$ cat src/rtl/dmem_access_ctrl.sv
// MEM-stage data-memory sequencer: one load/store per request, byte-lane
// steering on the way out, load extension on the way back, single-cycle done.
module dmem_access_ctrl (
  input  logic        clk,
  input  logic        rst,
  input  logic        req_valid,
  input  logic        req_load,
  input  logic        req_store,
  input  logic [2:0]  funct3,
  input  logic [31:0] addr,
  input  logic [31:0] store_data,
  output logic [31:0] dmem_address,
  output logic        dmem_read,
  output logic        dmem_write,
  output logic [3:0]  dmem_mbe,
  output logic [31:0] dmem_wdata,
  input  logic [31:0] dmem_rdata,
  input  logic        dmem_resp,
  output logic [31:0] load_result,
  output logic        done,
  output logic        stall,
  output logic        fault
);

  localparam int unsigned XLEN  = 32;
  localparam int unsigned MASKW = XLEN / 8;

  typedef logic [XLEN-1:0]  rv32i_word;
  typedef logic [MASKW-1:0] rv32i_mem_wmask;

  typedef enum logic [1:0] {IDLE, BUSY, DONE} state_e;

  state_e         state_q;
  logic [2:0]     funct3_q;
  logic [1:0]     off_q;
  logic           is_load_q;
  rv32i_word      address_q, wdata_q, result_q;
  rv32i_mem_wmask mbe_q;
  logic           read_q, write_q, done_q, fault_q;

  logic           req_ok_c;
  rv32i_mem_wmask mask_d;
  rv32i_word      wdata_d, ext_d;
  logic           fault_d;
  logic [7:0]     byte_c;
  logic [15:0]    half_c;

  assign req_ok_c     = req_valid & (req_load ^ req_store);
  assign stall        = req_ok_c & (state_q != DONE);
  assign dmem_address = address_q;
  assign dmem_read    = read_q;
  assign dmem_write   = write_q;
  assign dmem_mbe     = mbe_q;
  assign dmem_wdata   = wdata_q;
  assign load_result  = result_q;
  assign done         = done_q;
  assign fault        = fault_q;

  // Request decode: byte enables, lane-shifted store data, legality.
  always_comb begin
    mask_d  = '0;
    wdata_d = '0;
    fault_d = 1'b0;
    case (funct3)
      3'b000, 3'b100: mask_d = 4'b0001 << addr[1:0];
      3'b001, 3'b101: mask_d = addr[1] ? 4'b1100 : 4'b0011;
      3'b010:         mask_d = 4'b1111;
      default:        mask_d = '0;
    endcase
    if (req_store) begin
      case (funct3)
        3'b000:  wdata_d = XLEN'(store_data[7:0]) << {addr[1:0], 3'b000};
        3'b001:  wdata_d = XLEN'(store_data[15:0]) << {addr[1], 4'b0000};
        3'b010:  wdata_d = store_data;
        default: wdata_d = '0;
      endcase
    end
    fault_d = (((funct3 == 3'b001) || (funct3 == 3'b101)) && addr[0])
            || ((funct3 == 3'b010) && (addr[1:0] != 2'b00))
            || (req_load && (funct3 inside {3'b011, 3'b110, 3'b111}))
            || (req_store && !(funct3 inside {3'b000, 3'b001, 3'b010}));
  end

  // Load extraction from the latched offset and width.
  always_comb begin
    byte_c = 8'(dmem_rdata >> {off_q, 3'b000});
    half_c = 16'(dmem_rdata >> {off_q[1], 4'b0000});
    case (funct3_q)
      3'b000:  ext_d = {{24{byte_c[7]}}, byte_c};
      3'b100:  ext_d = {24'b0, byte_c};
      3'b001:  ext_d = {{16{half_c[15]}}, half_c};
      3'b101:  ext_d = {16'b0, half_c};
      3'b010:  ext_d = dmem_rdata;
      default: ext_d = '0;
    endcase
  end

  always_ff @(posedge clk) begin
    if (rst) begin
      state_q   <= IDLE;
      funct3_q  <= '0;
      off_q     <= '0;
      is_load_q <= 1'b0;
      address_q <= '0;
      wdata_q   <= '0;
      result_q  <= '0;
      mbe_q     <= '0;
      read_q    <= 1'b0;
      write_q   <= 1'b0;
      done_q    <= 1'b0;
      fault_q   <= 1'b0;
    end else begin
      case (state_q)
        IDLE: begin
          done_q   <= 1'b0;
          fault_q  <= 1'b0;
          result_q <= '0;
          if (req_ok_c) begin
            if (fault_d) begin
              // Illegal access completes without touching memory.
              done_q  <= 1'b1;
              fault_q <= 1'b1;
              state_q <= DONE;
            end else begin
              funct3_q  <= funct3;
              off_q     <= addr[1:0];
              is_load_q <= req_load;
              address_q <= {addr[31:2], 2'b00};
              mbe_q     <= mask_d;
              wdata_q   <= wdata_d;
              read_q    <= req_load;
              write_q   <= req_store;
              state_q   <= BUSY;
            end
          end
        end
        BUSY: begin
          if (dmem_resp) begin
            read_q   <= 1'b0;
            write_q  <= 1'b0;
            done_q   <= 1'b1;
            result_q <= is_load_q ? ext_d : '0;
            state_q  <= DONE;
          end
        end
        DONE: begin
          done_q   <= 1'b0;
          fault_q  <= 1'b0;
          result_q <= '0;
          state_q  <= IDLE;
        end
        default: state_q <= IDLE;
      endcase
    end
  end

endmodule
$ cat config.mk
export PLATFORM = sky130hd
export DESIGN_NAME = dmem_access_ctrl
export DESIGN_NICKNAME = d
export VERILOG_FILES = /design/src/rtl/dmem_access_ctrl.sv
export SDC_FILE = /design/constraint.sdc
export NUM_CORES = 1
export LEC_CHECK = 0
export CELL_PAD_IN_SITES_DETAIL_PLACEMENT = 2
export CELL_PAD_IN_SITES_GLOBAL_PLACEMENT = 2
export CORE_MARGIN = 8
export CORE_UTILIZATION = 23
export CTS_CLUSTER_SIZE = 12
export DETAILED_ROUTE_END_ITERATION = 8
export PLACE_DENSITY_LB_ADDON = 0.1
export SETUP_SLACK_MARGIN = 0.05
export SLEW_MARGIN = 40
export SYNTH_ARGS = -nofsm -noshare
export SYNTH_HDL_FRONTEND = slang
export SYNTH_SLANG_ARGS = --single-unit
$ cat constraint.sdc
create_clock -name clk -period 2.4 [get_ports clk]
set_input_delay 0.48 -clock clk [delete_from_list [all_inputs] [get_ports clk]]
set_output_delay 0.48 -clock clk [all_outputs]
set_load 0.01 [all_outputs]
# [Word level (Yosys, flattened, before mapping)]
# Index checks and enable logic that the tools add are counted.
[word_totals] register_bits=110 out_inout_bits=105 word_cells=89
[classes] eq_ne=17 shifts=5 n_mux=24 bitwise_logic=4 n_reduce_logical=27
[ops] op="32-bit one-hot mux with 5 select lines" count=1
[ops] op="32-bit two-way mux" count=3
[ops] op="32-bit one-hot mux with 3 select lines" count=1
[ops] op="32-bit one-hot mux with 2 select lines" count=1
[ops] op="16-bit by 5-bit left shift with 32-bit output" count=1
[ops] op="8-bit by 5-bit left shift with 32-bit output" count=1
[ops] op="32-bit by 5-bit >> shifter with 16-bit output" count=1
[ops] op="32-bit by 5-bit >> shifter with 8-bit output" count=1
[ops] op="3-bit == test, second input constant" count=6
[ops] op="4-bit one-hot mux with 3 select lines" count=1
[ops] op="3-bit by 2-bit == test with 1-bit output, second input constant" count=3
[ops] op="3-bit nonzero test" count=3
[ops] op="1-bit two-way mux" count=8
[ops] op="2-bit inequality test, second input constant" count=4
[ops] op="2-bit nonzero test" count=4
[ops] op="3-bit by 1-bit == test with 1-bit output, second input constant" count=2
[ops] op="3-bit zero test" count=2
[ops] op="2-bit two-way mux" count=3
[ops] op="1-bit one-hot mux with 2 select lines" count=3
[ops] op="2-bit AND reduction" count=3
[ops] op="2-bit OR reduction" count=3
[ops] op="1-bit logical AND" count=4
[ops] op="1-bit logical OR" count=4
[ops] op="4-bit two-way mux" count=1
[ops] op="other kinds (12)" count=13

# [Depth between registers and ports, before layout]
# Gate-level depths: netlist of run 1.
[logic_depth] ltp_word=9 ltp_mapped=10 depth_no_buf=7

# [Worst setup path before layout of run 1]
# No wires, ideal clock.
[synth_timing] path_kind="in2reg" startpoint="input funct3[0]" endpoint="register funct3_q[2]" setup_time_ns=0.132 t_arrival_ns=1.943 path_slack_ns=0.325 path_stages=8 path_buffers=3 cell_sequence="buf_6 o31a_1 o22a_4 or3_1 buf_2 buf_2 nand2_1 a21oi_1"
[synth_via] elab_chain_cells=8 word_cells_on_any_way=20
[synth_lines] element="start, declared" line="9" text="input logic [2:0] funct3,"
[synth_lines] element="3-bit by 1-bit == test with 1-bit output or 3-bit == test (tied branches)" line="78, 81"
[synth_lines] element="1-bit logical OR" line="78" text="fault_d = (((funct3 == 3'b001) || (funct3 == 3'b101)) && addr[0])"
[synth_lines] element="1-bit logical AND" line="78"
[synth_lines] element="1-bit logical OR" line="79" text="|| ((funct3 == 3'b010) && (addr[1:0] != 2'b00))"
[synth_lines] element="1-bit logical OR" line="80" text="|| (req_load && (funct3 inside {3'b011, 3'b110, 3'b111}))"
[synth_lines] element="1-bit logical OR *" line="81" text="|| (req_store && !(funct3 inside {3'b000, 3'b001, 3'b010}));"
[synth_lines] element="1-bit inverter (no source line) *"
[synth_lines] element="3-bit AND reduction (no source line) *"
[synth_lines] element="end signal, assigned" line="125" text="funct3_q <= funct3;"
[synth_lines] element="end, declared" line="34" text="logic [2:0] funct3_q;"
# Every way passes the cells marked *; elsewhere a longest branch is shown, timed or not.
# A chain may end at the register's enable or synchronous reset.

# [Final worst setup path of run 1]
[layout_timing] startpoint="input funct3[1]" endpoint="register write_q, in the netlist dmem_write"
[layout_via] elab_chain_cells=8 word_cells_on_any_way=20
[layout_lines] element="3-bit by 1-bit == test with 1-bit output or 3-bit == test (tied branches)" line="78, 81"
[layout_lines] element="1-bit logical OR" line="78"
[layout_lines] element="1-bit logical AND" line="78"
[layout_lines] element="1-bit logical OR" line="79"
[layout_lines] element="1-bit logical OR" line="80"
[layout_lines] element="1-bit logical OR *" line="81"
[layout_lines] element="2-bit inequality test (no source line) *"
[layout_lines] element="4-bit AND reduction (no source line) *"
[layout_lines] element="end signal, assigned" line="132" text="write_q <= req_store;"
[layout_lines] element="end, declared" line="39" text="logic read_q, write_q, done_q, fault_q;"
# Marked as above.

==> results.md, run 1 <==
- Die ar.: 0.02518 mm^2
- RSZ-0062 raised after global routing: false
- Number of buffers and inverters on the critical path: 1
- Number of buffers added by the clock tree synthesis step: 9
- Async set-reset flop share out of synthesis: 0%
- Post-place setup slack: -0.2208 ns
- Max-capacitance violation count: 0
- # rows: 52
- Y dimension of the die: 158.7 um
- Hold Violations, Final: 0
- Worst slew margin relative to its limit: 55.43%
- DIE WIDTH: 158.7 um
- Pin count of the biggest net entering global routing: 33
- Setup fix buffers added after clock tree synthesis: 0
- Insertion delay to the later sink of the worst-skew pair: 0.36 ns
- Worst path setup slack after routing: 0.1811 ns
- Fraction of final layout cells sized beyond drive strength 1: 8.042%
- Cell class contributing the biggest share of worst-path delay: compound AO/OA/AOI/OAI gates
- Number of port buffers: 207
- Standard cell core area: 0.02010 mm^2
- Clock-pin slew on the worst setup and hold paths: 0.08 ns
- H-Tree Level Count: 3
- Distinct cell type count of the synthesized netlist: 43
- FF+latch count, synth: 110
- Data required time of the critical path: 2.64 ns
- Final critical-path required period: 2.219 ns
- Worst Clk Skew: 0.004968 ns
- Total Neg Setup Slack: 0 ns
- Classification of the worst setup path: in -> reg
- Critical path launch point type: input port
- Avg Vias per Cell: 4.686
- Pin slew with the least headroom to its limit: 0.6661 ns
- Initial Util: 23.29%
- Wire length of the first global-routing pass: 31040 um
- Global-route usage over all layers: 15.95%
- Type of the worst min-delay path: reg -> reg
- Routability Congestion: 0.7701
- Combined area of all synthesized cells: 0.004682 mm^2
- Clock root cell: clkbuf_16
- First drt pass iteration count: 4
- Gate count after technology mapping: 550
- Number of setup violations in the final report: 0
- Number of max-slew violations in the final report: 0
- HPWL after detailed placement: 15990 um
- Tightest hold margin: 0.4557 ns
- Ys Warns: 0
- Number of vias after detailed routing: 4887
- # nets final: 875
- Run status: finished, final reports clean
- Synth-to-layout area growth: 61.46%
- CTS tree: yes
- Number of design rule violations left after detail routing: 0
- WL per Instance: 19.26 um
- Antenna violations before repair: 2
- Worst Path Max Fanout: 4
- Most frequent cells in the layout: 204 x clkdlybuf4s50_1, 111 x nand2_1, 110 x dfxtp_1, 69 x a21oi_1, 48 x a22o_1
- Pwr Density: 580.5 mW/mm^2
- Power, Total: 4.388 mW
- Number of buffers added to fix hold violations after cts: 0
- Series of cell instances along the critical path: clkdlybuf4s50_1 -> mux2_1 -> o22a_4 -> or3_1 -> a211o_1 -> mux2i_1
- DRT antenna net count: 0
- Number of violations reported at the end of detailed-routing iteration 0: 177
- Tcrit/Tclk final: 92.45%
- Maximum achievable frequency: 450.7 MHz
- Number of cells after detailed placement: 1025
- Most common cell after layout, fill and taps aside: clkdlybuf4s50_1
- Crit. End Element: register
- Number of clock sinks seen by CTS: 110
- Largest buffer count on any clock path: 2
- Crit path largest cell delay: 0.50 ns
- Aggregate global routing overflow: 0
- Fraction of the core area covered by cells at the end of the flow: 37.60%
- Total cell area at the placement stage: 0.007247 mm^2
- Static Leakage: 2.694 nW
- Total non-filler cell area in the finished layout: 0.007560 mm^2
- Number of synthesized flops with an enable pin: 0
- Non-filler instance count after layout: 1043
- Sequential cell area fraction in the yosys report: 47.03%
- Top-level port count: 210
- Dominant synthesized flop cell: dfxtp_1
- Final wirelength: 20080 um
- Number of global-route vias before repair: 5515
- Worst IR drop on VDD: 351.9 uV
- CP max stage cell: clkdlybuf4s50_1
- Data arrival, critical path: 2.46 ns
- Average footprint of a synthesized cell: 8.513 um^2
worst register-to-register path: stages, from the launching register on:
cell      delay [ns]
dfxtp_1         0.37
inv_1           0.09
ha_1            0.27
nor2b_1         0.18
buf_4           0.15
nor2_1          0.25
a21boi_1        0.55
a21oi_1         0.15
report_power, final:
group | internal [mW] | switching, mW | total, mW | leakage [nW]
clock | 0.826 | 0.750 | 1.58 | 0.144
combinational | 0.445 | 0.435 | 0.880 | 1.66
sequential | 1.89 | 0.0435 | 1.93 | 0.889
total | 3.16 | 1.23 | 4.39 | 2.69
cells in the mapped netlist (4+ instances only):
| cell | number | share of area (%) |
|---|---|---|
| nor2_1 | 29 | 2.3 |
| mux2i_1 | 12 | 2.6 |
| nor2b_1 | 5 | 0.67 |
| a22o_1 | 48 | 9.0 |
| dfxtp_1 | 110 | 47 |
| a22oi_1 | 15 | 2.4 |
| o21ai_0 | 41 | 4.4 |
| a2bb2oi_1 | 8 | 1.5 |
| clkbuf_1 | 22 | 1.8 |
| a21oi_1 | 69 | 7.4 |
| a31oi_1 | 7 | 0.94 |
| ha_1 | 4 | 1.1 |
| nand2b_1 | 9 | 1.2 |
| nand2_1 | 111 | 8.9 |
| inv_1 | 5 | 0.40 |
| a211oi_1 | 7 | 1.1 |
| buf_2 | 11 | 1.2 |
registers in the layout, summed over array words and instances, names as in the netlist:
name / cells
dmem_wdata: 32
load_result: 32
dmem_address: 30
dmem_mbe: 4
funct3_q: 3
off_q: 2
state_q: 2
dmem_read: 1
dmem_write: 1
done: 1
fault: 1
is_load_q: 1
kinds of logic (layout without fill, tap and decap cells):
kind of cell             count (synthesis)  count (layout)  synth area share (%)
AO/OA/AOI/OAI                          207             207                 28.76
AND/OR/NAND/NOR                        169             169                 15.58
flip-flops                             110             110                 47.03
buffers and inverters                   45             265                 4.489
multiplexers                            13              13                 2.806
adder cells (fa/ha/maj)                  4               4                 1.069
other                                    1               4               0.08009
XOR/XNOR                                 1               1                0.1871
final cells by class:
| type | count | area (um^2) |
|---|---|---|
| inverters | 5 | 18.77 |
| well taps | 270 | 337.8 |
| fillers | 2208 | 12540 |
| clock inverters | 7 | 82.58 |
| multi-input cells | 396 | 2283 |
| diodes | 2 | 5.005 |
| repair buffers | 244 | 2405 |
| flip-flops and latches | 110 | 2202 |
| clock buffers | 9 | 225.2 |
worst paths after layout:
path                            cells after the start          endpoint             start  slack, ns
worst min-delay path                                2  dmem_address[10]  dmem_address[10]       0.46
worst max-delay path                                6        dmem_write         funct3[1]       0.18
worst max register to register                      7   load_result[12]        state_q[1]       0.24
worst min register to register                      2  dmem_address[10]  dmem_address[10]       0.46
routing by layer:
layer	global-route usage (%)	up-vias	wire length, um
li1	-	2389	-
met1	18.09	2375	8320
met2	28.56	111	10240
met3	4.913	12	1296
met4	3.817	0	225
met5	0	-	0
what timing repair did:
item	4_1_cts	5_1_grt
pin swaps	0	0
hold endpoints to repair	0	0
endpoints found under the setup margin	1	16
gates resized for setup	2	1
Note: power is estimated with default switching activity, not from simulation.
==> inputs of run 2 (changes only) <==
SETUP_SLACK_MARGIN = 0.5   (was 0.05)
==> results.md, run 2 (synthesis gave the netlist of run 1 again) <==
- Run status: finished, final reports clean
- Number of diodes added for antenna fixing: 0 (-2)
- Number of buffers added to fix hold violations after cts: 0 (unchanged)
- Tightest hold margin: 0.4505 ns (-0.005130 ns)
- Top-level port count: 210 (unchanged)
- Static Leakage: 2.786 nW (+3.4%)
- Number of violations reported at the end of detailed-routing iteration 0: 154 (-13%)
- Routability Congestion: 0.7960 (+3.4%)
- Number of global-route vias before repair: 5676 (+2.9%)
- Crit path largest cell delay: 0.45 ns (-0.05 ns)
- Clock-pin slew on the worst setup and hold paths: 0.07 ns (about the same)
- Worst IR drop on VDD: 321.7 uV (-8.6%)
- Data required time of the critical path: 2.64 ns (about the same)
- Pin count of the biggest net entering global routing: 31 (-6.1%)
- Number of cells after detailed placement: 1024 (-0.098%)
- Number of buffers added by the clock tree synthesis step: 9 (unchanged)
- Aggregate global routing overflow: 0 (unchanged)
- Hold Violations, Final: 0 (unchanged)
- Power, Total: 4.312 mW (-1.7%)
- RSZ-0062 raised after global routing: true
- Antenna violations before repair: 1 (-1)
- Number of vias after detailed routing: 4989 (+2.1%)
- Largest buffer count on any clock path: 2 (unchanged)
- End of the worst register-to-register path: load_result[28]
- Insertion delay to the later sink of the worst-skew pair: 0.35 ns (about the same)
- HPWL after detailed placement: 15750 um (-1.5%)
- Avg Vias per Cell: 4.751 (+1.4%)
- H-Tree Level Count: 3 (unchanged)
- Number of clock sinks seen by CTS: 110 (unchanged)
- Type of the worst min-delay path: in -> reg
- Standard cell core area: 0.02010 mm^2 (unchanged)
- Y dimension of the die: 158.7 um (unchanged)
- Post-place setup slack: -0.3895 ns (-0.1686 ns)
- WL per Instance: 19.98 um (+3.7%)
- Number of max-slew violations in the final report: 0 (unchanged)
- Max-capacitance violation count: 0 (unchanged)
- Crit. End Element: register
- Clock root cell: clkbuf_16
- Total cell area at the placement stage: 0.007244 mm^2 (about the same)
- Number of port buffers: 207 (unchanged)
- Worst Clk Skew: 0.005577 ns (+0.0006092 ns)
- Total Neg Setup Slack: 0 ns (unchanged)
- Synth-to-layout area growth: 65.93%
- Most common cell after layout, fill and taps aside: clkdlybuf4s50_1
- Most frequent cells in the layout: 199 x clkdlybuf4s50_1, 111 x nand2_1, 107 x dfxtp_1, 68 x a21oi_1, 48 x a22o_1
- # nets final: 886 (+1.3%)
- Global-route usage over all layers: 16.51% (+0.56 points)
- Final critical-path required period: 1.847 ns (-0.3718 ns)
- Die ar.: 0.02518 mm^2 (unchanged)
- Number of setup violations in the final report: 0 (unchanged)
- Count of cells along the worst register-to-register path: 7 (unchanged)
- Data arrival, critical path: 2.09 ns (-0.37 ns)
- Pwr Density: 555.1 mW/mm^2 (-4.4%)
- Initial Util: 23.29% (unchanged)
- CP max stage cell: clkdlybuf4s50_1
- Fraction of the core area covered by cells at the end of the flow: 38.64% (+1.0 points)
- Capture point of the critical path: dmem_wdata[25]
- Pin slew with the least headroom to its limit: 0.5947 ns (-0.07145 ns)
- CTS tree: yes
- DIE WIDTH: 158.7 um (unchanged)
- R2R Path Start: state_q[1]
- Most frequent cell on the critical path: buf_4
- DRT antenna net count: 0 (unchanged)
- Series of cell instances along the critical path: clkdlybuf4s50_1 -> buf_4 -> nor2b_1 -> buf_4 -> a22oi_1 -> o21ai_0 -> a22o_1
- Total non-filler cell area in the finished layout: 0.007769 mm^2 (+2.8%)
- Worst path setup slack after routing: 0.5529 ns (+0.3718 ns)
- Final wirelength: 20980 um (+4.4%)
- Fraction of final layout cells sized beyond drive strength 1: 14.23% (+6.2 points)
- Tcrit/Tclk final: 76.96% (-15 points)
- First drt pass iteration count: 4 (unchanged)
- Wire length of the first global-routing pass: 32220 um (+3.8%)
- Critical path launch point type: input port
- Number of design rule violations left after detail routing: 0 (unchanged)
- Worst Path Max Fanout: 8 (+4)
- Non-filler instance count after layout: 1050 (+0.67%)
- Startpoint of the most critical setup path: addr[0]
- # rows: 52 (unchanged)
- Setup slack of the most critical reg-to-reg path: 0.56 ns (+0.32 ns)
- Worst slew margin relative to its limit: 60.09% (+4.7 points)
- Classification of the worst setup path: in -> reg
- Maximum achievable frequency: 541.4 MHz (+20%)
-- run 2: layer usage --
layer  GRT usage, %  wire [um]
met1          19.46       8873
met2          28.74      10440
met3          4.723       1293
met4          4.356        351
met5              0         13
-- run 2: worst min path at each step --
stage / from / to / slack [ns] / depth (start not counted)
after floorplan: is_load_q / is_load_q / 0.44 / 2
after global placement: dmem_address[22] / dmem_address[22] / 0.44 / 2
after detailed placement: load_result[22] / load_result[22] / 0.45 / 2
after CTS: load_result[22] / load_result[22] / 0.46 / 2
after global routing: req_load / dmem_read / 0.45 / 3
final: req_load / dmem_read / 0.45 / 3
-- run 2: power breakdown --
group | total, mW | switching [mW] | internal (mW)
Clock | 1.40 | 0.700 | 0.698
Combinational | 0.979 | 0.477 | 0.501
Sequential | 1.94 | 0.0460 | 1.89
Total | 4.31 | 1.22 | 3.09
-- run 2: area by class of cell --
| type | count | area (um^2) |
|---|---|---|
| multi-input combinational | 398 | 2481 |
| timing repair buffer | 253 | 2464 |
| tap | 270 | 337.8 |
| clock inverter | 3 | 23.77 |
| inverter | 5 | 18.77 |
| clock buffer | 11 | 232.7 |
| sequential | 110 | 2211 |
| fill | 2197 | 12340 |
-- run 2: critical path, delay by kind of cell --
kind            cells  cell delay, ns
compound gates      3            0.63
buf+inv             3            0.81
simple gates        1            0.17
-- run 2: repair_timing --
item	4_1_cts	5_1_grt
pin swaps	6	15
buffers inserted	3	6
gates resized for setup	38	51
gates cloned	3	0
endpoints found under the setup margin	111	107
